==> src/rtl/pwm_capture_if.sv <==
`default_nettype none
// ============================================================================
// Module   : pwm_capture_if
// Brief    : Peripheral-bus bundle of the PWM capture block (control + results).
// Revision : 1.0
// ============================================================================
interface pwm_capture_if;
    logic [31:0] ctrl_in;
    logic [31:0] period_out;
    logic [31:0] high_out;
    logic        cap_done;

    modport master (
        output ctrl_in,
        input  period_out,
        input  high_out,
        input  cap_done
    );

    modport slave (
        input  ctrl_in,
        output period_out,
        output high_out,
        output cap_done
    );
endinterface
`default_nettype wire

==> src/rtl/pwm_capture.sv <==
`default_nettype none
// ============================================================================
// Module   : pwm_capture
// Brief    : Measures PWM period (as top = cycles-1) and high time (as cmp).
//            Optional glitch filter enabled by macro PWM_CAP_FILT_EN.
// Revision : 1.0
// ============================================================================
module pwm_capture #(
    parameter int CNT_W    = 27,
    parameter int FILT_LEN = 4
) (
    input  wire          CLK,
    input  wire          RSTn,
    input  wire          PWM_IN,
    pwm_capture_if.slave bus
);

    localparam logic [1:0] c_ST_IDLE = 2'd0;
    localparam logic [1:0] c_ST_ARM  = 2'd1;
    localparam logic [1:0] c_ST_HIGH = 2'd2;
    localparam logic [1:0] c_ST_LOW  = 2'd3;

    localparam logic [CNT_W-1:0] c_CNT_MAX = {CNT_W{1'b1}};
    localparam logic [CNT_W-1:0] c_CNT_ONE = CNT_W'(1);

    logic [1:0]       r_sync;
    logic             w_sig;
    logic             r_sig_d;
    logic             w_rise;
    logic             w_fall;

    logic [1:0]       r_state;
    logic [1:0]       w_state_nxt;

    logic [CNT_W-1:0] r_cnt;
    logic [CNT_W-1:0] w_cnt_inc;
    logic [CNT_W-1:0] w_cnt_nxt;
    logic [CNT_W-1:0] r_period;
    logic [CNT_W-1:0] r_high;
    logic             r_valid;
    logic             r_tout;
    logic             r_cap_done;

    logic             w_en;
    logic             w_clr;
    logic [CNT_W-1:0] w_tout_val;
    logic             w_tout_hit;
    logic             w_cap;
    logic             w_high_we;
    logic             w_tout_evt;
    logic             w_unused_ctrl;

    assign w_en          = bus.ctrl_in[31];
    assign w_clr         = bus.ctrl_in[30];
    assign w_tout_val    = bus.ctrl_in[CNT_W-1:0];
    assign w_unused_ctrl = ^bus.ctrl_in[29:CNT_W];

    always_ff @(posedge CLK) begin
        if (!RSTn) begin
            r_sync  <= 2'b00;
            r_sig_d <= 1'b0;
        end else begin
            r_sync  <= {r_sync[0], PWM_IN};
            r_sig_d <= w_sig;
        end
    end

`ifdef PWM_CAP_FILT_EN
    localparam int c_FILT_W = $clog2(FILT_LEN + 1);

    logic                r_sig_f;
    logic [c_FILT_W-1:0] r_filt_cnt;

    // sig follows the synchronised input only after FILT_LEN stable cycles
    always_ff @(posedge CLK) begin
        if (!RSTn) begin
            r_sig_f    <= 1'b0;
            r_filt_cnt <= '0;
        end else if (r_sync[1] == r_sig_f) begin
            r_filt_cnt <= '0;
        end else if (r_filt_cnt == c_FILT_W'(FILT_LEN - 1)) begin
            r_sig_f    <= r_sync[1];
            r_filt_cnt <= '0;
        end else begin
            r_filt_cnt <= r_filt_cnt + 1'b1;
        end
    end

    assign w_sig = r_sig_f;
`else
    logic w_unused_filt;

    assign w_unused_filt = (FILT_LEN > 0);
    assign w_sig         = r_sync[1];
`endif

    assign w_rise     = w_sig & ~r_sig_d;
    assign w_fall     = ~w_sig & r_sig_d;
    assign w_cnt_inc  = (r_cnt == c_CNT_MAX) ? r_cnt : r_cnt + 1'b1;
    assign w_tout_hit = (w_tout_val != '0) && (r_cnt >= w_tout_val);

    always_ff @(posedge CLK) begin
        if (!RSTn) begin
            r_state <= c_ST_IDLE;
        end else begin
            r_state <= w_state_nxt;
        end
    end

    // A relevant edge always takes priority over a timeout in the same cycle
    always_comb begin
        w_state_nxt = r_state;
        if (!w_en) begin
            w_state_nxt = c_ST_IDLE;
        end else begin
            case (r_state)
                c_ST_IDLE: w_state_nxt = c_ST_ARM;
                c_ST_ARM: begin
                    if (w_rise)          w_state_nxt = c_ST_HIGH;
                    else if (w_tout_hit) w_state_nxt = c_ST_ARM;
                end
                c_ST_HIGH: begin
                    if (w_fall)          w_state_nxt = c_ST_LOW;
                    else if (w_tout_hit) w_state_nxt = c_ST_ARM;
                end
                c_ST_LOW: begin
                    if (w_rise)          w_state_nxt = c_ST_HIGH;
                    else if (w_tout_hit) w_state_nxt = c_ST_ARM;
                end
                default: w_state_nxt = c_ST_IDLE;
            endcase
        end
    end

    always_comb begin
        w_cap      = 1'b0;
        w_high_we  = 1'b0;
        w_tout_evt = 1'b0;
        w_cnt_nxt  = '0;
        if (w_en) begin
            case (r_state)
                c_ST_ARM: begin
                    w_cnt_nxt = w_cnt_inc;
                    if (w_rise) begin
                        w_cnt_nxt = c_CNT_ONE;
                    end else if (w_tout_hit) begin
                        w_tout_evt = 1'b1;
                        w_cnt_nxt  = '0;
                    end
                end
                c_ST_HIGH: begin
                    w_cnt_nxt = w_cnt_inc;
                    if (w_fall) begin
                        w_high_we = 1'b1;
                    end else if (w_tout_hit) begin
                        w_tout_evt = 1'b1;
                        w_cnt_nxt  = '0;
                    end
                end
                c_ST_LOW: begin
                    w_cnt_nxt = w_cnt_inc;
                    if (w_rise) begin
                        w_cap     = 1'b1;
                        w_cnt_nxt = c_CNT_ONE;
                    end else if (w_tout_hit) begin
                        w_tout_evt = 1'b1;
                        w_cnt_nxt  = '0;
                    end
                end
                default: w_cnt_nxt = '0;
            endcase
        end
    end

    // Sticky status: a set event in the same cycle beats clr_sts
    always_ff @(posedge CLK) begin
        if (!RSTn) begin
            r_cnt      <= '0;
            r_period   <= '0;
            r_high     <= '0;
            r_valid    <= 1'b0;
            r_tout     <= 1'b0;
            r_cap_done <= 1'b0;
        end else begin
            r_cnt      <= w_cnt_nxt;
            r_cap_done <= w_cap;
            if (w_high_we) r_high <= r_cnt;
            if (w_cap)     r_period <= r_cnt - 1'b1;
            if (w_cap)          r_valid <= 1'b1;
            else if (w_clr)     r_valid <= 1'b0;
            if (w_tout_evt)     r_tout <= 1'b1;
            else if (w_clr)     r_tout <= 1'b0;
        end
    end

    assign bus.period_out = {r_valid, r_tout, {(30 - CNT_W){1'b0}}, r_period};
    assign bus.high_out   = {{(32 - CNT_W){1'b0}}, r_high};
    assign bus.cap_done   = r_cap_done;

endmodule
`default_nettype wire

==> src/flat_wrapper.sv <==
// flat-port wrapper written by rule: the top's interface ports become plain ports
module pwm_capture_flat 
#(
    parameter int CNT_W    = 27,
    parameter int FILT_LEN = 4
)
  (CLK, RSTn, PWM_IN, bus_ctrl_in, bus_period_out, bus_high_out, bus_cap_done);
  pwm_capture_if bus_i ();
  input  wire CLK;
  input  wire RSTn;
  input  wire PWM_IN;
  input wire logic [$bits(bus_i.ctrl_in)-1:0] bus_ctrl_in;
  output wire logic [$bits(bus_i.period_out)-1:0] bus_period_out;
  output wire logic [$bits(bus_i.high_out)-1:0] bus_high_out;
  output wire logic [$bits(bus_i.cap_done)-1:0] bus_cap_done;
  assign bus_i.ctrl_in = bus_ctrl_in;
  assign bus_period_out = bus_i.period_out;
  assign bus_high_out = bus_i.high_out;
  assign bus_cap_done = bus_i.cap_done;
  pwm_capture #(.CNT_W(CNT_W), .FILT_LEN(FILT_LEN)) u_core (.CLK(CLK), .RSTn(RSTn), .PWM_IN(PWM_IN), .bus(bus_i));
endmodule
==> config.mk <==
export PLATFORM = sky130hd
export DESIGN_NAME = pwm_capture_flat
export DESIGN_NICKNAME = d
export VERILOG_FILES = /design/src/rtl/pwm_capture_if.sv /design/src/rtl/pwm_capture.sv /design/src/flat_wrapper.sv
export SDC_FILE = /design/constraint.sdc
export NUM_CORES = 1
export LEC_CHECK = 0
export CAP_MARGIN = 20
export CORE_AREA = 4 4 103 105
export CTS_CLUSTER_SIZE = 14
export DETAILED_ROUTE_END_ITERATION = 10
export DIE_AREA = 0 0 107 109
export PLACE_DENSITY = 0.82
export RECOVER_POWER = 100
export SYNTH_ARGS = -nofsm -noshare
export SYNTH_HDL_FRONTEND = slang
export SYNTH_SLANG_ARGS = --single-unit
==> constraint.sdc <==
create_clock -name CLK -period 6.7 [get_ports CLK]
set_input_delay 1.005 -clock CLK [delete_from_list [all_inputs] [get_ports CLK]]
set_output_delay 1.005 -clock CLK [all_outputs]
set_load 0.005 [all_outputs]
Word-level counts from Yosys, hierarchy flattened
Cells that the tools add are included.
{"block": "classes", "n_bitwise": 4, "add_sub_neg": 2, "mux": 23, "magnitude_cmp": 1, "n_reduce_logical": 7, "n_eq_ne": 4}
{"op": "two-way mux 27 bit", "count": 4}
{"op": "case mux 27 bit (2 select lines)", "count": 1}
{"op": "adder 27 x 1 -> 27 bit, second input constant", "count": 1}
{"op": "equality test 27 bit, second input constant", "count": 1}
{"op": "greater-or-equal comparator 27 bit", "count": 1}
{"op": "nonzero test 27 bit", "count": 1}
{"op": "subtractor 27 x 1 -> 27 bit, second input constant", "count": 1}
{"op": "two-way mux 1 bit", "count": 13}
{"op": "two-way mux 2 bit", "count": 3}
{"op": "case mux 2 bit (3 select lines)", "count": 1}
{"op": "equality test 2 bit, second input constant", "count": 2}
{"op": "nonzero test 2 bit", "count": 2}
{"op": "AND 1 bit", "count": 2}
{"op": "equality test 2 x 1 -> 1 bit, second input constant", "count": 1}
{"op": "zero test 2 bit", "count": 1}
{"op": "NOT 1 bit", "count": 2}
{"op": "case mux 1 bit (2 select lines)", "count": 1}
{"op": "AND reduction 2 bit", "count": 1}
{"op": "OR reduction 2 bit", "count": 1}
{"op": "logical AND 1 bit", "count": 1}
{"block": "totals", "in_bits": 35, "reg_bits": 89, "wordCells": 50}

Logic depth before layout (Yosys ltp)
{"block": "depth", "ltp_word": 7, "depth_mapped": 11, "depth_no_buf": 9}

Worst setup path before layout
No wires, ideal clock.
{"block": "synth_timing", "kind": "input -> register", "start": "input port bus_ctrl_in[17]", "end": "register u_core.r_cnt[15]", "stages": 10, "t_required_ns": 6.572, "t_arrival_ns": 2.903, "path_slack_ns": 3.669, "n_path_buf": 1, "cell_sequence": "inv_1 ha_1 nand4_1 nor3_1 a311oi_1 a211oi_1 a211oi_1 o21ai_1 clkbuf_1 nor2_1"}
{"block": "synth_via", "elab_chain_cells": 5, "elab_cells_between_ends": 7}
{"item": "start, declared", "line": "flat_wrapper.sv:12", "source": "input wire logic [$bits(bus_i.ctrl_in)-1:0] bus_ctrl_in;"}
{"item": "greater-or-equal comparator 27 bit or nonzero test 27 bit (tied branches)", "line": "pwm_capture.sv:100", "source": "assign w_tout_hit = (w_tout_val != '0) && (r_cnt >= w_tout_val);"}
{"item": "logical AND 1 bit (*)", "line": "pwm_capture.sv:100"}
{"item": "two-way mux 27 bit (*)", "line": "pwm_capture.sv:146, pwm_capture.sv:155, pwm_capture.sv:165"}
{"item": "two-way mux 27 bit, on equally long branches", "line": "pwm_capture.sv:144, pwm_capture.sv:153"}
{"item": "case mux 27 bit (2 select lines) (*)", "line": "pwm_capture.sv:141", "source": "case (r_state)"}
{"item": "end signal, assigned", "line": "pwm_capture.sv:185", "source": "r_cnt <= w_cnt_nxt;"}
{"item": "end, declared", "line": "pwm_capture.sv:35", "source": "logic [CNT_W-1:0] r_cnt;"}
Every way passes the cells marked *; elsewhere a longest branch is shown, timed or not.
A chain may end at the register's enable or synchronous reset.

Final worst setup path
{"block": "layout_timing", "start": "input port bus_ctrl_in[17]", "end": "register u_core.r_cnt[2]"}
The elaborated chain is that of the path after synthesis.

==> results.txt <==
Commonest cells post-synth: 89 x dfxtp_1, 87 x nand2_1, 62 x nor2_1, 35 x a21oi_1, 32 x inv_1
Vias in the first global route: 4256
First-pass GRT wire length: 20150 um
Worst-Margin Slew: 1.372 ns
Clock-pin slew on the worst setup and hold paths: 0.08 ns
Setup bufs post-CTS: 0
Power Dens Cells: 159.8 nW/um2
# diodes: 0
Worst Hold Path Cells: 1
Register area share after synthesis: 37.32%
Total core area: 9639 um2
DRT Wirelength: 12250 um
Netlist cell types: 53
Most Crowded Layer GR: met2
Die W: 107 um
TritonRoute pass-1 iters: 6
M1 GR Usage: 25.94%
Non-filler cells, final: 780
Layout Utilization: 59.90%
Iter 0 DRT Violations: 259
Placed Instances: 763
R2r endpoint: u_core.r_cnt[2]$_SDFF_PN0_
Skew final: 0.006759 ns
Area leader, netlist: dfxtp_1
Yosys warns: 0
FF-to-FF path depth: 9
Min Tclk post-route: 4.013 ns
Port bufs: 88
Avg WL per Cell: 15.71 um
CTS buffer count: 9
Min-delay worst type: flip-flop to flip-flop
Worst Path Max Fanout: 26
Post-CTS Resized: 0
Synth top area cells: dfxtp_1 37%, ha_1 7.6%, nand2_1 6.8%
Slew Viols, Final: 0
Met3 usage: 4.500%
R2R Setup Slk: 3.41 ns
WP data arrival: 4.22 ns
Net count, final: 707
Status: finished, final reports clean
Gr ovfl total: 0
Most common cell in the synthesized netlist: dfxtp_1
Clk root buf: clkbuf_8
Layout cell share with drive strength beyond 1: 3.864%
Largest net degree at the start of global routing: 57
Chip Height: 109 um
Final Hold Viols: 0
Leakage power: 2.493 nW
Post-synth EDFFs: 0
Cells after Synth: 583
Mapped Area: 4775 um2
# clock sinks: 89
Avg Cell Area, Syn: 8.190 um2
Initial antenna violation count: 0
Antenna viol nets, final: 0
# DRC: 0
Worst-case clock buffer depth: 2
Gr usage total: 21.52%
Ys flop type: dfxtp_1
Hold Path End: u_core.r_sync[1]$_SDFF_PN0_
CTS tree: yes
Fmax: 249.2 MHz
Crit-path max cell delay: 0.85 ns
Critical path data required time: 6.90 ns
Max H-tree Level: 3
Slew headroom: 8.501%
Setup CP Type: input pin to flip-flop
Post-synth top area share: 37.32%
Die area: 11660 um2
GR Util met2: 37.63%
Asr flop ratio synth: 0%
Worst reg2reg startpoint: u_core.r_cnt[16]$_SDFF_PN0_
Fin crit share: 59.90%
Maximum vdd drop: 113.3 uV
Maximum capacitance violations: 0
Clk Latency, worst-skew pair: 0.36 ns
Worst Min Path Start: u_core.r_sync[0]$_SDFF_PN0_
Final setup violation count: 0
Vias: 4279
Crit. End Element: flip-flop
FP Rows: 36
Crit start category: input pin
Yosys reg bits: 89
I/O pins: 100
Hpwl dp: 9092 um
DR vias/cell: 5.486
Crit-path slowest cell: clkbuf_1
Area Growth Syn to Fin: 20.94%
RSZ-0062 raised after global routing: no
Total Negative Setup Slacks: 0 ns
RePlAce Congestion: 0.8662
Starting Density: 49.53%
CP cell instances: dlygate4sd3_1 -> inv_1 -> ha_1 -> nand4_1 -> nor3_1 -> a311oi_1 -> a211oi_1 -> a211oi_1 -> o21ai_0 -> clkbuf_1 -> nor3_1
CTS Hold Bufs: 0
==> metrics by stage <==
stage	power [mW]	area [um2]	hold WS [ns]	setup WS, ns
floorplan	0.5783	4801	0.4119	3.669
global placement	0.6023	5603	0.4318	3.111
detailed placement	0.6063	5630	0.4250	3.057
CTS	0.9272	5801	0.4524	3.434
global route	0.9572	5774	0.4684	2.364
finish	0.9226	5774	0.4489	2.687
==> metal layers <==
metal	routed length, um	vias to the layer above
li1	-	2098
met1	5030	2013
met2	6237	140
met3	694	28
met4	287	0
met5	0	-
==> worst max-delay path: cells and delay by family <==
kind,cells,cell delay (ns)
buffers and inverters,3,1.45
AND/OR/NAND/NOR,3,0.55
AO/OA/AOI/OAI,4,0.90
adder cells (fa/ha/maj),1,0.31
==> flip-flops by register name, indices dropped and copies added, names as in the netlist <==
register,flops
u_core.r_cnt,27
u_core.r_high,27
u_core.r_period,27
u_core.r_state,2
u_core.r_sync,2
u_core.bus.cap_done,1
u_core.r_sig_d,1
u_core.r_tout,1
u_core.r_valid,1
==> logic make-up (layout without fill, tap and decap cells) <==
logic type      count (synthesis)  count (layout)  share of synthesized area [%]
fa+ha+maj                      29              29                          7.600
simple gates                  238             238                          24.76
other cells                     1               8                        0.07854
flops                          89              89                          37.32
mux                             1               1                         0.2097
xor+xnor                       44              44                          8.071
compound gates                 98              98                          13.84
buf+inv                        83             140                          8.123
==> placed cells by master, fill, tap and decap left out, types with 7 or more instances in the layout <==
cell,Yosys,routed
nor2_1,62,61
clkdlybuf4s50_1,0,28
ha_1,29,29
nand3_1,15,15
xor2_1,23,23
nor3_1,7,7
xnor2_1,21,21
o21ai_0,9,10
dlygate4sd3_1,0,60
o211a_1,10,10
and3_1,7,7
dfxtp_1,89,89
a211oi_1,20,21
nand2_1,87,87
nand4_1,10,10
conb_1,1,8
clkbuf_8,0,10
a21oi_1,35,35
nor4_1,10,11
inv_1,32,32
==> area by class of cell <==
class                      count  area [um2]
clock inverter                 4       28.78
sequential                    89        1782
clock buffer                  11       141.4
multi-input combinational    418        2619
inverter                      32       120.1
tap                          133       166.4
timing repair buffer          93       917.1
fill                         863        3865
==> where the power goes <==
group	internal [mW]	switching, mW
Combinational	0.0295	0.0302
Clock	0.144	0.187
Sequential	0.530	0.00205
==> how the worst max path moves through the flow <==
stage,slack [ns],start,cells past startpoint,to
after floorplan,3.67,bus_ctrl_in[17],10,u_core.r_cnt[15]$_SDFF_PN0_
after global placement,3.11,bus_ctrl_in[17],11,u_core.r_cnt[2]$_SDFF_PN0_
after detailed placement,3.06,bus_ctrl_in[17],11,u_core.r_cnt[2]$_SDFF_PN0_
after CTS,3.43,bus_ctrl_in[17],11,u_core.r_cnt[2]$_SDFF_PN0_
after global routing,2.36,bus_ctrl_in[17],11,u_core.r_cnt[2]$_SDFF_PN0_
final,2.69,bus_ctrl_in[17],11,u_core.r_cnt[2]$_SDFF_PN0_
(Power assumes the default switching activity.)
